`src/rtl/parallel_to_serial_if.sv`:
```
// Handshake and serial-line bundle for parallel_to_serial.
// The master (word source) drives data_in/load_valid; the slave drives everything else.
interface parallel_to_serial_if #(
  parameter int N = 8
);
  logic [N-1:0] data_in;
  logic         load_valid;
  logic         load_ready;
  logic         serial_out;
  logic         frame_start;
  logic         done_tick;
  logic         busy;

  modport master (
    output data_in, load_valid,
    input  load_ready, serial_out, frame_start, done_tick, busy
  );

  modport slave (
    input  data_in, load_valid,
    output load_ready, serial_out, frame_start, done_tick, busy
  );
endinterface

```
`src/rtl/parallel_to_serial.sv`:
```
// Parallel-to-serial transmitter with one-entry holding buffer for gapless framing.
// Define PARALLEL_TO_SERIAL_MSB_FIRST_EN to send bit N-1 first; the default sends bit 0 first.
module parallel_to_serial #(
  parameter int N = 8
) (
  input  logic                 clk,
  input  logic                 reset,
  parallel_to_serial_if.slave  bus
);
  localparam int CW = (N > 2) ? $clog2(N) : 1;
  localparam logic [CW-1:0] LAST = CW'(N - 1);

  typedef enum logic {IDLE, SHIFT} state_t;

  state_t          state_q, state_d;
  logic [N-1:0]    sr_q, sr_d;
  logic [CW-1:0]   cnt_q, cnt_d;
  logic [N-1:0]    buf_q, buf_d;
  logic            buf_full_q, buf_full_d;
  logic            accept;
  logic            out_bit;

  function automatic logic [N-1:0] shift_once(input logic [N-1:0] v);
`ifdef PARALLEL_TO_SERIAL_MSB_FIRST_EN
    return {v[N-2:0], 1'b0};
`else
    return {1'b0, v[N-1:1]};
`endif
  endfunction

`ifdef PARALLEL_TO_SERIAL_MSB_FIRST_EN
  assign out_bit = sr_q[N-1];
`else
  assign out_bit = sr_q[0];
`endif

  assign bus.load_ready  = ~buf_full_q;
  assign accept          = bus.load_valid && ~buf_full_q;
  assign bus.busy        = (state_q == SHIFT);
  assign bus.serial_out  = (state_q == SHIFT) ? out_bit : 1'b0;
  assign bus.frame_start = (state_q == SHIFT) && (cnt_q == '0);
  assign bus.done_tick   = (state_q == SHIFT) && (cnt_q == LAST);

  always_comb begin
    state_d    = state_q;
    sr_d       = sr_q;
    cnt_d      = cnt_q;
    buf_d      = buf_q;
    buf_full_d = buf_full_q;
    unique case (state_q)
      IDLE: begin
        if (accept) begin
          sr_d    = bus.data_in;
          cnt_d   = '0;
          state_d = SHIFT;
        end
      end
      SHIFT: begin
        if (cnt_q != LAST) begin
          sr_d  = shift_once(sr_q);
          cnt_d = cnt_q + 1'b1;
          if (accept) begin
            buf_d      = bus.data_in;
            buf_full_d = 1'b1;
          end
        end else if (buf_full_q) begin
          // Last bit: buffered word takes over on the next cycle, no idle gap.
          sr_d       = buf_q;
          buf_full_d = 1'b0;
          cnt_d      = '0;
        end else if (accept) begin
          sr_d  = bus.data_in;
          cnt_d = '0;
        end else begin
          sr_d    = '0;
          cnt_d   = '0;
          state_d = IDLE;
        end
      end
      default: state_d = IDLE;
    endcase
  end

  always_ff @(posedge clk or posedge reset) begin
    if (reset) begin
      state_q    <= IDLE;
      sr_q       <= '0;
      cnt_q      <= '0;
      buf_full_q <= 1'b0;
    end else begin
      state_q    <= state_d;
      sr_q       <= sr_d;
      cnt_q      <= cnt_d;
      buf_full_q <= buf_full_d;
    end
  end

  // Buffer contents are only meaningful while buf_full_q is set.
  always_ff @(posedge clk) begin
    buf_q <= buf_d;
  end
endmodule
```
`src/flat_wrapper.sv`:
```
// flat-port wrapper written by rule: the top's interface ports become plain ports
module parallel_to_serial_flat 
#(
  parameter int N = 8
)
  (clk, reset, bus_data_in, bus_load_valid, bus_load_ready, bus_serial_out, bus_frame_start, bus_done_tick, bus_busy);
  parallel_to_serial_if #(.N(N)) bus_i ();
  input  logic clk;
  input  logic reset;
  input wire logic [$bits(bus_i.data_in)-1:0] bus_data_in;
  input wire logic [$bits(bus_i.load_valid)-1:0] bus_load_valid;
  output wire logic [$bits(bus_i.load_ready)-1:0] bus_load_ready;
  output wire logic [$bits(bus_i.serial_out)-1:0] bus_serial_out;
  output wire logic [$bits(bus_i.frame_start)-1:0] bus_frame_start;
  output wire logic [$bits(bus_i.done_tick)-1:0] bus_done_tick;
  output wire logic [$bits(bus_i.busy)-1:0] bus_busy;
  assign bus_i.data_in = bus_data_in;
  assign bus_i.load_valid = bus_load_valid;
  assign bus_load_ready = bus_i.load_ready;
  assign bus_serial_out = bus_i.serial_out;
  assign bus_frame_start = bus_i.frame_start;
  assign bus_done_tick = bus_i.done_tick;
  assign bus_busy = bus_i.busy;
  parallel_to_serial #(.N(N)) u_core (.clk(clk), .reset(reset), .bus(bus_i));
endmodule
```
`config.mk`:
```
export PLATFORM = sky130hd
export DESIGN_NAME = parallel_to_serial_flat
export DESIGN_NICKNAME = d
export VERILOG_FILES = /design/src/rtl/parallel_to_serial_if.sv /design/src/rtl/parallel_to_serial.sv /design/src/flat_wrapper.sv
export SDC_FILE = /design/constraint.sdc
export NUM_CORES = 1
export LEC_CHECK = 0
export ABC_AREA = 1
export CAP_MARGIN = 20
export CORE_MARGIN = 2
export CORE_UTILIZATION = 56
export DETAILED_ROUTE_END_ITERATION = 8
export PLACE_DENSITY = 0.82
export SLEW_MARGIN = 0
export SYNTH_ARGS = -nofsm -noshare
export SYNTH_HDL_FRONTEND = slang
export SYNTH_SLANG_ARGS = --single-unit
```
`constraint.sdc`:
```
create_clock -name clk -period 4.1 [get_ports clk]
set_input_delay 0.41 -clock clk [delete_from_list [all_inputs] [get_ports clk]]
set_output_delay 0.41 -clock clk [all_outputs]
set_load 0.005 [all_outputs]
```
==> metrics list, run 1 <==
- Setup TNS: 0 ns
- After synthesis the netlist holds a flip-flop and latch count of 21.
- Final layout net count: 148
- The routed design could run at a clock period as short as 2.29 ns.
* Width of the die: 47.7 um
* Unique cell type count in the Yosys netlist: 15
* Crit. End Element: output port
- The filler cells instantiated in the layout total 156.
* Area share of the largest cell type after synthesis: a little under a third
- Clock-pin slew on the worst setup and hold paths: 0.12 ns
* Layout area overhead: 15.0%
- Setup violations remaining at the end of the flow were counted as 0.
- On the critical path, the stage with the largest delay is an instance of sky130_fd_sc_hd__clkdlybuf4s50_1.
* Number of buffers created by CTS: 3
- Peak per-stage delay on the critical path: 0.50 ns
- In this run the worst hold path is classified as in -> async.
* Final count of pins violating max slew: 0
- Summed over all layers, the global routing overflow is 0.
- The repair_antennas step left the layout with diodes totalling 0.
- Leading area contributor after synthesis: sky130_fd_sc_hd__dfrtp_1
- After the flow finishes, the layout carries non-filler instances totaling 157.
- Average wire per standard cell: 13.0 um
- Total Power Consumption: 730 uW
* Final hold violation count: 0
- Count of synthesis-stage warnings from yosys: 0
- Number of gates given a new drive strength after cts: 0
* Total routed wirelength: 2050 um
- For the pin with the worst max-slew slack, the measured transition is 0.648 ns.
- H-tree level count: 1
- Timing would allow up to around 440 MHz.
* Worst reg2reg startpoint: u_core.buf_full_q
- The setup check on the worst reg-to-reg path leaves a slack of 2.22 ns.
- Post-place instance area: 1200 sq um
* First-pass GRT wire length: 3440 um
- Top area cells in the synthesized netlist: sky130_fd_sc_hd__dfrtp_1 (30%), sky130_fd_sc_hd__edfxtp_1 (22%), sky130_fd_sc_hd__nand3_1 (15%), sky130_fd_sc_hd__nand2_1 (12%), sky130_fd_sc_hd__ha_1 (4.7%)
* Effective utilization at floorplan: 60.6%
- The first routing iteration left 39 violations.
- Area of the multi-input gates: 410 sq um
- List of cells traversed by the critical path: ha_1 -> ha_1 -> nand2_1 -> inv_1 -> clkdlybuf4s50_1
* HPWL reported at the end of detailed placement: 1480 um
- The cell count after synthesis came out at 118.
- In this run the worst path has a maximum fanout of 4.
- In this run the mean area of a mapped cell was 9.06 sq um.
- The final route contains 839 vias.
- The final critical path takes up 55.9% of the cycle.
- Hold repair after CTS inserted 0 buffers.
- DRC: 0
* Clock root buffer: sky130_fd_sc_hd__clkbuf_4
- The via count of the first global-routing pass was a little under 800.
* Final antenna-violating net count: 0
* Number of gates on the worst path with buffers counted: 5
- The critical path starts at u_core.cnt_q[0].
- Num Clock Sinks: 21
- Headroom to the max-slew limit came out at 56.7%.
* Worst path top cell family by delay: buffers and inverters
* Die Footprint: 2270 sq um
- The worst setup path is launched from a flip-flop.
- Worst setup path end: bus_done_tick
* Number of core rows: 15
* Drt via density: 5.34
- The clock arrives with 0.00313 ns of skew.
- In this run the power density over the cells is 594 nW/um^2.
- At the end of routability-driven placement, the weighted congestion stood at just over 0.8.
- Critical R2R Capture: u_core.buf_q[3]
- Antenna violations before repair: 0
- Clock tree from TritonCTS: done
- Vertical extent of the die: 47.7 um
* Top cell by count, worst path: sky130_fd_sc_hd__ha_1
- The worst register-to-register path has a depth of 3.
* Endpoint required time on the critical path: 3.69 ns
- The share of the Yosys chip area taken by registers is between 50% and 60%.
* Result of the run: finished, final reports clean
* Max cap viols: 0
- Maximum buffer depth of the clock tree: 2
- The later pin in the worst-skew pair is clocked with a latency of ~0.32 ns.
- Post-route cell area: 1230 sq um
- Summed over all cells, the static leakage comes to around 0.00059 uW.
- CORE AREA: ~1800 sq um
* Crit path arrival time: roughly 1.9 ns
- Detailed Routing Iterations Pass 1: 4
- Port buffering added 15 buffers.
- In this run the post-CTS setup repair buffer count came out at 0.
- The number of nets handed over by synthesis was 133.
* Pin count of the biggest net entering global routing: 17
- Sum of buffers and inverters on the critical path: 2
- Overall global routing resource usage: ~22%
- Once placement completed, the tool counted placed cells totaling 153.
- Top Ports: 16
- Reg area: 566 sq um
- Share of post-route cells with drive strength above 1: roughly 7.6%
- IR analysis of the VDD net gives a maximum drop of 0.000429 V.
- Cell Area, Synth: 1070 sq um
* Setup repair after global routing missed its margin: false
- Crit Path Category: reg -> out
-- power by group --
group / switching, uW / leakage (uW) / internal, uW
sequential: 54.3 / 0.000233 / 282
combinational: 165 / 0.000338 / 126
clock: 66.9 / 0.0000177 / 36.6
-- stage by stage --
step                      setup slack, ns  util (%)  hold WS, ns
after floorplan                      2.48         -        0.287
after global placement               1.90      68.1        0.482
after detailed placement             1.83      68.1        0.485
after CTS                            1.78      69.6        0.413
after global routing                 1.66      69.6        0.458
final                                1.81      69.6        0.399
-- registers in the layout, summed over array words and instances, names as in the netlist --
| register | cells |
|---|---|
| u_core.bus.busy | 1 |
| u_core.buf_q | 8 |
| u_core.cnt_q | 3 |
| u_core.buf_full_q | 1 |
| u_core.sr_q | 8 |
-- placed cells by master, fill, tap and decap left out --
cell type / count
sky130_fd_sc_hd__edfxtp_1: 8
sky130_fd_sc_hd__clkbuf_4: 3
sky130_fd_sc_hd__inv_2: 2
sky130_fd_sc_hd__nand2_1: 35
sky130_fd_sc_hd__clkinv_2: 1
sky130_fd_sc_hd__nand2_2: 1
sky130_fd_sc_hd__nor2_1: 4
sky130_fd_sc_hd__clkdlybuf4s50_1: 15
sky130_fd_sc_hd__inv_4: 1
sky130_fd_sc_hd__ha_1: 4
sky130_fd_sc_hd__nand3_1: 33
sky130_fd_sc_hd__dfrtp_1: 13
sky130_fd_sc_hd__o211ai_2: 1
sky130_fd_sc_hd__inv_1: 8
sky130_fd_sc_hd__o21ai_0: 2
sky130_fd_sc_hd__nor2_8: 1
-- cell type report --
class / instances / share of cell area [%]
Clock inverter: 1 / 0.407
Sequential cell: 21 / 46.0
Clock buffer: 3 / 1.83
Inverter: 11 / 3.56
Tap cell: 25 / 2.55
Multi-Input combinational cell: 81 / 33.4
Timing Repair Buffer: 15 / 12.2
-- cells in the mapped netlist --
library cell,number
sky130_fd_sc_hd__inv_2,2
sky130_fd_sc_hd__nor2_8,1
sky130_fd_sc_hd__o211ai_2,1
sky130_fd_sc_hd__buf_6,3
sky130_fd_sc_hd__nand3_1,33
sky130_fd_sc_hd__inv_1,8
sky130_fd_sc_hd__edfxtp_1,8
sky130_fd_sc_hd__nor2_1,4
sky130_fd_sc_hd__nand2_2,1
sky130_fd_sc_hd__ha_1,4
sky130_fd_sc_hd__nand2_1,35
sky130_fd_sc_hd__inv_4,1
sky130_fd_sc_hd__dfrtp_1,13
sky130_fd_sc_hd__o21ai_0,2
sky130_fd_sc_hd__buf_4,2
-- worst min path at each step --
stage	start	end	slack [ns]
6_report	reset	u_core.bus.busy	0.40
4_1_cts	reset	u_core.bus.busy	0.41
5_1_grt	reset	u_core.cnt_q[1]	0.46
3_3_place_gp	u_core.cnt_q[1]	u_core.cnt_q[1]	0.48
2_1_floorplan	reset	u_core.buf_full_q	0.29
3_5_place_dp	u_core.sr_q[1]	u_core.sr_q[0]	0.48
-- metal layers --
metal / wire (um) / global-route usage [%] / share of wire [%]
met5: 0 / 0 / 0
met4: 29 / 11.4 / 1.4
met3: 111 / 4.53 / 5.4
met2: 972 / 30.7 / 47
met1: 935 / 33.5 / 46
-- cell families (layout without fill, tap and decap cells) --
| kind of cell | count (synthesis) | after routing | synth area share (%) |
|---|---|---|---|
| AND/OR/NAND/NOR | 74 | 74 | 31.6 |
| flip-flops | 21 | 21 | 52.9 |
| buffers and inverters | 16 | 30 | 8.67 |
| adder cells (fa/ha/maj) | 4 | 4 | 4.68 |
| AO/OA/AOI/OAI | 3 | 3 | 2.11 |
No activity file was read; power rests on OpenSTA's default activity.
==> run 2: changes to the inputs <==
--- a/config.mk
+++ b/config.mk
@@ -8,9 +8,9 @@
 export ABC_AREA = 1
 export CAP_MARGIN = 20
 export CORE_MARGIN = 2
-export CORE_UTILIZATION = 56
+export CORE_UTILIZATION = 52
 export DETAILED_ROUTE_END_ITERATION = 8
-export PLACE_DENSITY = 0.82
+export PLACE_DENSITY = 0.77
 export SLEW_MARGIN = 0
 export SYNTH_ARGS = -nofsm -noshare
 export SYNTH_HDL_FRONTEND = slang
==> constraint.sdc (replaced) <==
create_clock -name clk -period 2.4 [get_ports clk]
set_input_delay 0.24 -clock clk [delete_from_list [all_inputs] [get_ports clk]]
set_output_delay 0.24 -clock clk [all_outputs]
set_load 0.005 [all_outputs]
==> run 2 against run 1 <==
  * Global-route usage fell by 2.9 points
  * Via count down 2.1%
  * Cell area increased by 0.81%
  * Total power is 70% higher
  * Clock-buffer cell count unchanged
  * Register-to-register slack lost 1.4 ns
  * Sequential share of layout area fell by 0.37 points
  * Largest power group unchanged
  * Highest routed layer unchanged
==> metrics list, run 2 (synthesis gave the netlist of run 1 again) <==
- The most frequent cell on the critical path is sky130_fd_sc_hd__ha_1 (unchanged).
* Setup slack of the worst register-to-register path: 0.83 ns (was 2.22 ns)
- The hold buffer count at cts came to 0 (unchanged).
- Clock tree from TritonCTS: done (unchanged)
* Largest registers: u_core.buf_q (8), u_core.sr_q (8), u_core.cnt_q (3) (unchanged)
- HPWL reported at the end of detailed placement: 1570 um (was 1480 um)
- Most common cell after layout, fill and taps aside: sky130_fd_sc_hd__nand2_1 (unchanged)
- The maximum fanout along the worst path came to 4 (unchanged).
* Pin slew with the least headroom to its limit: 0.514 ns (was 0.648 ns)
- Core utilization of the finished layout: 63.8% (was 69.6%)
- Maximum buffer depth of the clock tree: 2 (unchanged)
- The routed wirelength normalized by instance count is 12.7 um (was 13.0 um).
- Leakage Power: 0.000594 uW (was 0.000589 uW)
* Worst slew margin relative to its limit: 65.7% (was 56.7%)
- The DRC marker count from the first detailed-route iteration is 18 (was 39).
* Startpoint type of the worst setup path: flip-flop (unchanged)
* Number of buffers added for setup after CTS: 0 (unchanged)
- I/O Buffers: 15 (unchanged)
- The count of antenna diodes in the layout was 0 (unchanged).
* Number of gates given a new drive strength after cts: 0 (unchanged)
* List of cells traversed by the critical path: ha_1 -> ha_1 -> nand2_1 -> inv_1 -> clkdlybuf4s50_1 (unchanged)
- The count of max-cap constraint violations is 0 (unchanged).
- The residual DRC count was 0 (unchanged).
* Width of the die: 49.3 um (was 47.7 um)
* Endpoint required time on the critical path: 2.16 ns (was 3.69 ns)
* Detailed Routing Iterations Pass 1: 4 (unchanged)
- Total Power Consumption: 1240 uW (was 730 uW)
* Setup TNS: 0 ns (unchanged)
* Pin count of the biggest net entering global routing: 17 (unchanged)
- The top-level I/O count was 16 (unchanged).
* Highest-count cells in the layout ignoring fill and taps: sky130_fd_sc_hd__nand2_1 (35), sky130_fd_sc_hd__nand3_1 (33), sky130_fd_sc_hd__clkdlybuf4s50_1 (15) (unchanged)
- Shortest clock period the worst path allows after layout: 2.11 ns
- Weighted congestion reported at the end of routability-driven placement: 0.828 (was 0.812)
- The core outline area is 1940 sq um (was 1760 sq um).
- The type of the setup path with the least slack is reg -> out (unchanged).
* VDD IR max: 0.000660 V (was 0.000429 V)
* Antenna violations before repair: 0 (unchanged)
- Clock root buffer: sky130_fd_sc_hd__clkbuf_4 (unchanged)
- Setup-failing EPs final: 0 (unchanged)
* Final antenna-violating net count: 0 (unchanged)
- Leftover overflow at the end of global routing: 0 (unchanged)
- First-pass GRT wire length: 3460 um (was 3440 um)
- Worst setup slack after layout: 0.288 ns (was 1.81 ns)
* Result of the run: finished, final reports clean (unchanged)
- Derived from the worst setup path, the maximum achievable clock frequency is 473 MHz.
- Setup repair after global routing missed its margin: false (unchanged)
* Layout area overhead: 15.9% (was 15.0%)
* Slowest stage cell on the critical path: sky130_fd_sc_hd__clkdlybuf4s50_1 (unchanged)
* Final cell count without fillers: 160 (was 157)
- The buffers plus inverters on the worst setup path was 2 (unchanged).
- The standard-cell row count came to 16 (was 15).
* HP Class: in -> async (unchanged)
- The largest clock skew in the final design came to 0.00465 ns (was 0.00313 ns).
- The detailed-route wire length is 2040 um (was 2050 um).
- The clock-pin slew on the worst setup and hold paths came to 0.11 ns (was 0.12 ns).
- The number of placed instances, taps included came to 156 (was 153).
- The footprint of the multi-input gates was 410 sq um (unchanged).
- The post-place setup slack came to 0.633 ns (was 1.83 ns).
- The share of post-route cells with drive strength above 1 came to 8.27% (was 7.58%).
- The area of the die was 2430 sq um (was 2270 sq um).
- Effective utilization at floorplan: 55.0% (was 60.6%)
- Worst R2R Path Depth: 6 (was 3)
* H-tree level count: 1 (unchanged)
* Number of buffers created by CTS: 3 (unchanged)
- Worst reg2reg startpoint: u_core.cnt_q[0] (was u_core.buf_full_q)
- Crit path arrival time: 1.87 ns (was 1.88 ns)
- Critical R2R Capture: u_core.buf_q[2] (was u_core.buf_q[3])
* Top Usage Layer GRT: met2 (was met1)
* Crit. End Element: output port (unchanged)
* Clock latency on the worst-skew pair: 0.30 ns (was 0.32 ns)
- The total of fill cells in the finished design is 174 (was 156).
- The number of sinks driven by the clock tree came to 21 (unchanged).
* Power density over the cells: 1000 nW/um^2 (was 594 nW/um^2)
- In the finished design, the share of the clock period the worst path needs comes to 88.0%.
* Worst path top cell family by delay: buffers and inverters (unchanged)
* Final count of pins violating max slew: 0 (unchanged)
- Final hold violation count: 0 (unchanged)
- The delay of the slowest critical-path stage is 0.50 ns (about the same).
- The via density per instance came to 5.13 (was 5.34).
- Overall global routing resource usage: 19.4% (was 22.4%)
- The global routing usage on met2 was 32.2% (was 30.7%).
- The total via count in the routed design was 821 (was 839).
- Vertical extent of the die: 49.3 um (was 47.7 um)
- Met3 Resource Use GR: 3.99% (was 4.53%)
- The number of nets in the final layout is 149 (was 148).
- Reg area: 566 sq um (unchanged)
- Number of global-route vias before repair: 812 (was 771)
- Met1 capacity usage during global routing: 23.2% (was 33.5%)
-- run 2: through the flow --
step | hold slack [ns] | instance area, sq um
2_1_floorplan | 0.117 | 1070
3_3_place_gp | 0.480 | 1210
3_5_place_dp | 0.489 | 1210
4_1_cts | 0.256 | 1240
5_1_grt | 0.292 | 1240
6_report | 0.240 | 1240
-- run 2: layout make-up --
class	count	share of cell area (%)
clock buffer	3	1.82
clock inverter	1	0.404
inverter	11	3.54
multi-input combinational	81	33.1
sequential	21	45.7
tap	27	2.73
timing repair buffer	16	12.7
-- run 2: worst max-delay path by stage --
stage / from / to / slack, ns / depth (start not counted)
finish: u_core.cnt_q[0] / bus_done_tick / 0.29 / 5
global placement: u_core.cnt_q[0] / bus_done_tick / 0.69 / 5
global route: u_core.cnt_q[0] / bus_done_tick / 0.22 / 5
floorplan: u_core.cnt_q[0] / u_core.buf_q[0] / 0.78 / 5
detailed placement: u_core.cnt_q[0] / bus_done_tick / 0.63 / 5
CTS: u_core.cnt_q[0] / bus_done_tick / 0.28 / 5
-- run 2: report_power, final --
group | total [uW] | internal (uW) | leakage, uW | switching [uW]
clock | 165 | 62.1 | 0.0000177 | 103
sequential | 571 | 481 | 0.000233 | 89.9
combinational | 502 | 220 | 0.000343 | 282
-- run 2: per-layer routing --
layer	routed length (um)	share of wire (%)	vias to the layer above
li1	-	-	419
met1	904	44	381
met2	1030	51	17
met3	75	3.7	4
met4	27	1.3	0
met5	0	0	-
==> run 3: changes to the inputs <==
--- a/config.mk
+++ b/config.mk
@@ -11,6 +11,8 @@
 export CORE_UTILIZATION = 52
 export DETAILED_ROUTE_END_ITERATION = 8
 export PLACE_DENSITY = 0.77
+export REMOVE_ABC_BUFFERS = 1
+export SKIP_LAST_GASP = 1
 export SLEW_MARGIN = 0
 export SYNTH_ARGS = -nofsm -noshare
 export SYNTH_HDL_FRONTEND = slang
==> run 3 against run 2 <==
  * Sequential share of layout area shrank 0.28 points
  * Wire length shrank 2.2%
  * Via count grew 0.73%
  * Maximum frequency grew 1.6%
  * Combinational power is essentially flat
  * First-iteration DRC count grew 28%
  * Critical path type unchanged
  * Sequential power shrank 1%
==> metrics list, run 3 (synthesis gave the netlist of run 1 again) <==
* Result of the run: finished, final reports clean (unchanged)
- The routed wirelength normalized by instance count is 12.4 um (was 12.7 um).
- Clock-pin slew on the worst setup and hold paths: 0.11 ns (about the same)
* Setup TNS: 0 ns (unchanged)
- Final count of pins violating max slew: 0 (unchanged)
- Number of global-route vias before repair: 830 (was 812)
- The TritonCTS buffer count is 3 (unchanged).
* Leakage Power: 0.000598 uW (was 0.000594 uW)
- The number of nets in the final layout came to 150 (was 149).
- Detailed Routing Iterations Pass 1: 4 (unchanged)
- Overall global routing resource usage: 19.2% (was 19.4%)
* Largest registers: u_core.buf_q (8), u_core.sr_q (8), u_core.cnt_q (3) (unchanged)
- Total routed wirelength: 1990 um (was 2040 um)
- Switching part of the total power: 37.8% (was 38.4%)
* Vertical extent of the die: 49.3 um (unchanged)
- The area of all placed cells without fillers is 1250 sq um (was 1240 sq um).
- Setup repair after global routing missed its margin: false (unchanged).
- The share of post-route cells with drive strength above 1 is 8.96% (was 8.27%).
* Setup-failing EPs final: 0 (unchanged)
* Share of the cycle needed by the critical path after routing: 86.6% (was 88.0%)
* HP Class: in -> async (unchanged)
- Post-place instance area: 1220 sq um (was 1210 sq um)
* Critical-path maximum fanout: 4 (unchanged)
- DRC: 0 (unchanged)
- Maximum clock frequency: 481 MHz (was 473 MHz)
- The share of power burned in registers is 46.0% (was 46.1%).
- Total number of vias: 827 (was 821)
* Number of core rows: 16 (unchanged)
- The post-cts gate resize count is 0 (unchanged).
- Clock latency on the worst-skew pair: 0.29 ns (was 0.30 ns)
* Number of buffers added for setup after CTS: 0 (unchanged)
* Crit Path Category: reg -> out (unchanged)
- The data arrival time of the critical path came to 1.84 ns (was 1.87 ns).
* VDD IR max: 0.000533 V (was 0.000660 V)
- Effective utilization at floorplan: 55.0% (unchanged)
- The highest signal layer in the routed design is met4 (unchanged).
* Internal power of the cells: 763 uW (about the same)
- The clock period minus final worst setup slack was 2.08 ns (was 2.11 ns).
- Worst slew margin relative to its limit: 67.9% (was 65.7%)
* Final clock skew: 0.00534 ns (was 0.00465 ns)
- The global-route wire length before repair came to 3590 um (was 3460 um).
- Met3 layer wire length in the routed design: 45 um (was 75 um)
- The H-tree depth came to 1 (unchanged).
- Net switching power: 464 uW (was 475 uW)
* Pin slew with the least headroom to its limit: 0.482 ns (was 0.514 ns)
- Highest-count cells in the layout ignoring fill and taps: sky130_fd_sc_hd__nand2_1 (35), sky130_fd_sc_hd__nand3_1 (33), sky130_fd_sc_hd__clkdlybuf4s50_1 (15) (unchanged)
- The die extent in x is 49.3 um (unchanged).
* Final hold violation count: 0 (unchanged)
- Inserted Diodes: 0 (unchanged)
* Startpoint type of the worst setup path: flip-flop (unchanged)
* M1 WL: 868 um (was 904 um)
* CORE AREA: 1940 sq um (unchanged)
- The area of the die was 2430 sq um (unchanged).
- Most common cell after layout, fill and taps aside: sky130_fd_sc_hd__nand2_1 (unchanged)
- The count of max-cap constraint violations is 0 (unchanged).
* Final antenna-violating net count: 0 (unchanged)
- The pin count of the biggest net entering global routing was 14 (was 17).
- Power density over the cells: 985 nW/um^2 (was 1000 nW/um^2)
* Top Ports: 16 (unchanged)
- The total overflow reported by the global router is 0 (unchanged).
- The number of placed instances, taps included is 157 (was 156).
- Layout area overhead: 16.6% (was 15.9%)
- The total of fill cells in the finished design was 187 (was 174).
* Antenna violations before repair: 0 (unchanged)
* Maximum buffer depth of the clock tree: 2 (unchanged)
- The clock tree from TritonCTS was done (unchanged).
* Clock root buffer: sky130_fd_sc_hd__clkbuf_4 (unchanged)
* WL met2: 1060 um (was 1030 um)
* Final cell count without fillers: 161 (was 160)
- The endpoint type of the worst setup path is an output port (unchanged).
- I/O Buffers: 15 (unchanged)
- Num Clock Sinks: 21 (unchanged)
* Weighted congestion reported at the end of routability-driven placement: 0.883 (was 0.828)
- The hold buffer count at cts came to 0 (unchanged).
- Combinational cell fraction of total power: 40.7% (was 40.6%)
- Endpoint required time on the critical path: 2.16 ns (about the same)
* HPWL reported at the end of detailed placement: 1510 um (was 1570 um)
- The via density per instance is 5.14 (was 5.13).
- Violation count after the first detailed-route iteration: 23 (was 18)
- Fraction of power consumed by the clock network: 13.3% (was 13.4%)
==> run 3: cell count changes in the layout (fill, tap and decap cells not counted), sizes merged <==
cell / delta
buf: +1
==> run 3: per-stage QoR <==
step	hold slack [ns]	util [%]	worst slack (ns)	total power [uW]
after floorplan	0.117	-	0.767	892
after global placement	0.481	62.8	0.679	1060
after detailed placement	0.485	62.8	0.641	1080
after CTS	0.273	64.2	0.297	1240
after global routing	0.295	64.2	0.230	1350
final	0.253	64.2	0.321	1230
==> run 3: area by class of cell <==
type                    instances  area [sq um]  area share, %
flip-flops and latches         21           566           45.4
multi-input cells              81           410           32.9
repair buffers                 17           165           13.3
inverters                      11          43.8           3.51
well taps                      27          33.8           2.71
clock buffers                   3          22.5           1.81
clock inverters                 1          5.00          0.402
==> run 3: final timing paths <==
| path | from | to | slack (ns) | depth (start not counted) |
|---|---|---|---|---|
| worst min-delay path | reset | u_core.cnt_q[1] | 0.25 | 2 |
| min in group clk | u_core.sr_q[3] | u_core.sr_q[2] | 0.51 | 2 |
| worst min register to register | u_core.sr_q[3] | u_core.sr_q[2] | 0.51 | 2 |
| worst max-delay path | u_core.cnt_q[0] | bus_done_tick | 0.32 | 5 |
| max in group asynchronous | reset | u_core.bus.busy | 1.82 | 2 |
| worst max register to register | u_core.cnt_q[0] | u_core.buf_q[2] | 0.87 | 6 |
==> run 3: worst max-delay path: stages, from the launching register on <==
cell and delay, ns:
sky130_fd_sc_hd__dfrtp_1 0.40, sky130_fd_sc_hd__ha_1 0.19, sky130_fd_sc_hd__ha_1 0.28, sky130_fd_sc_hd__nand2_1 0.10
sky130_fd_sc_hd__inv_1 0.08, sky130_fd_sc_hd__clkdlybuf4s50_1 0.50
==> run 3: power groups by stage <==
stage / clock network (uW) / logic [uW] / registers, uW
2_1_floorplan: 0 / 339 / 553
3_3_place_gp: 0 / 498 / 566
3_5_place_dp: 0 / 510 / 572
4_1_cts: 168 / 511 / 565
5_1_grt: 182 / 583 / 581
6_report: 163 / 500 / 564
==> run 3: per-layer routing <==
| metal | GRT usage (%) | vias to the layer above |
|---|---|---|
| met4 | 5.71 | 0 |
| met3 | 3.07 | 2 |
| met1 | 24.7 | 397 |
| met2 | 33.1 | 8 |
| li1 | - | 420 |
| met5 | 0 | - |
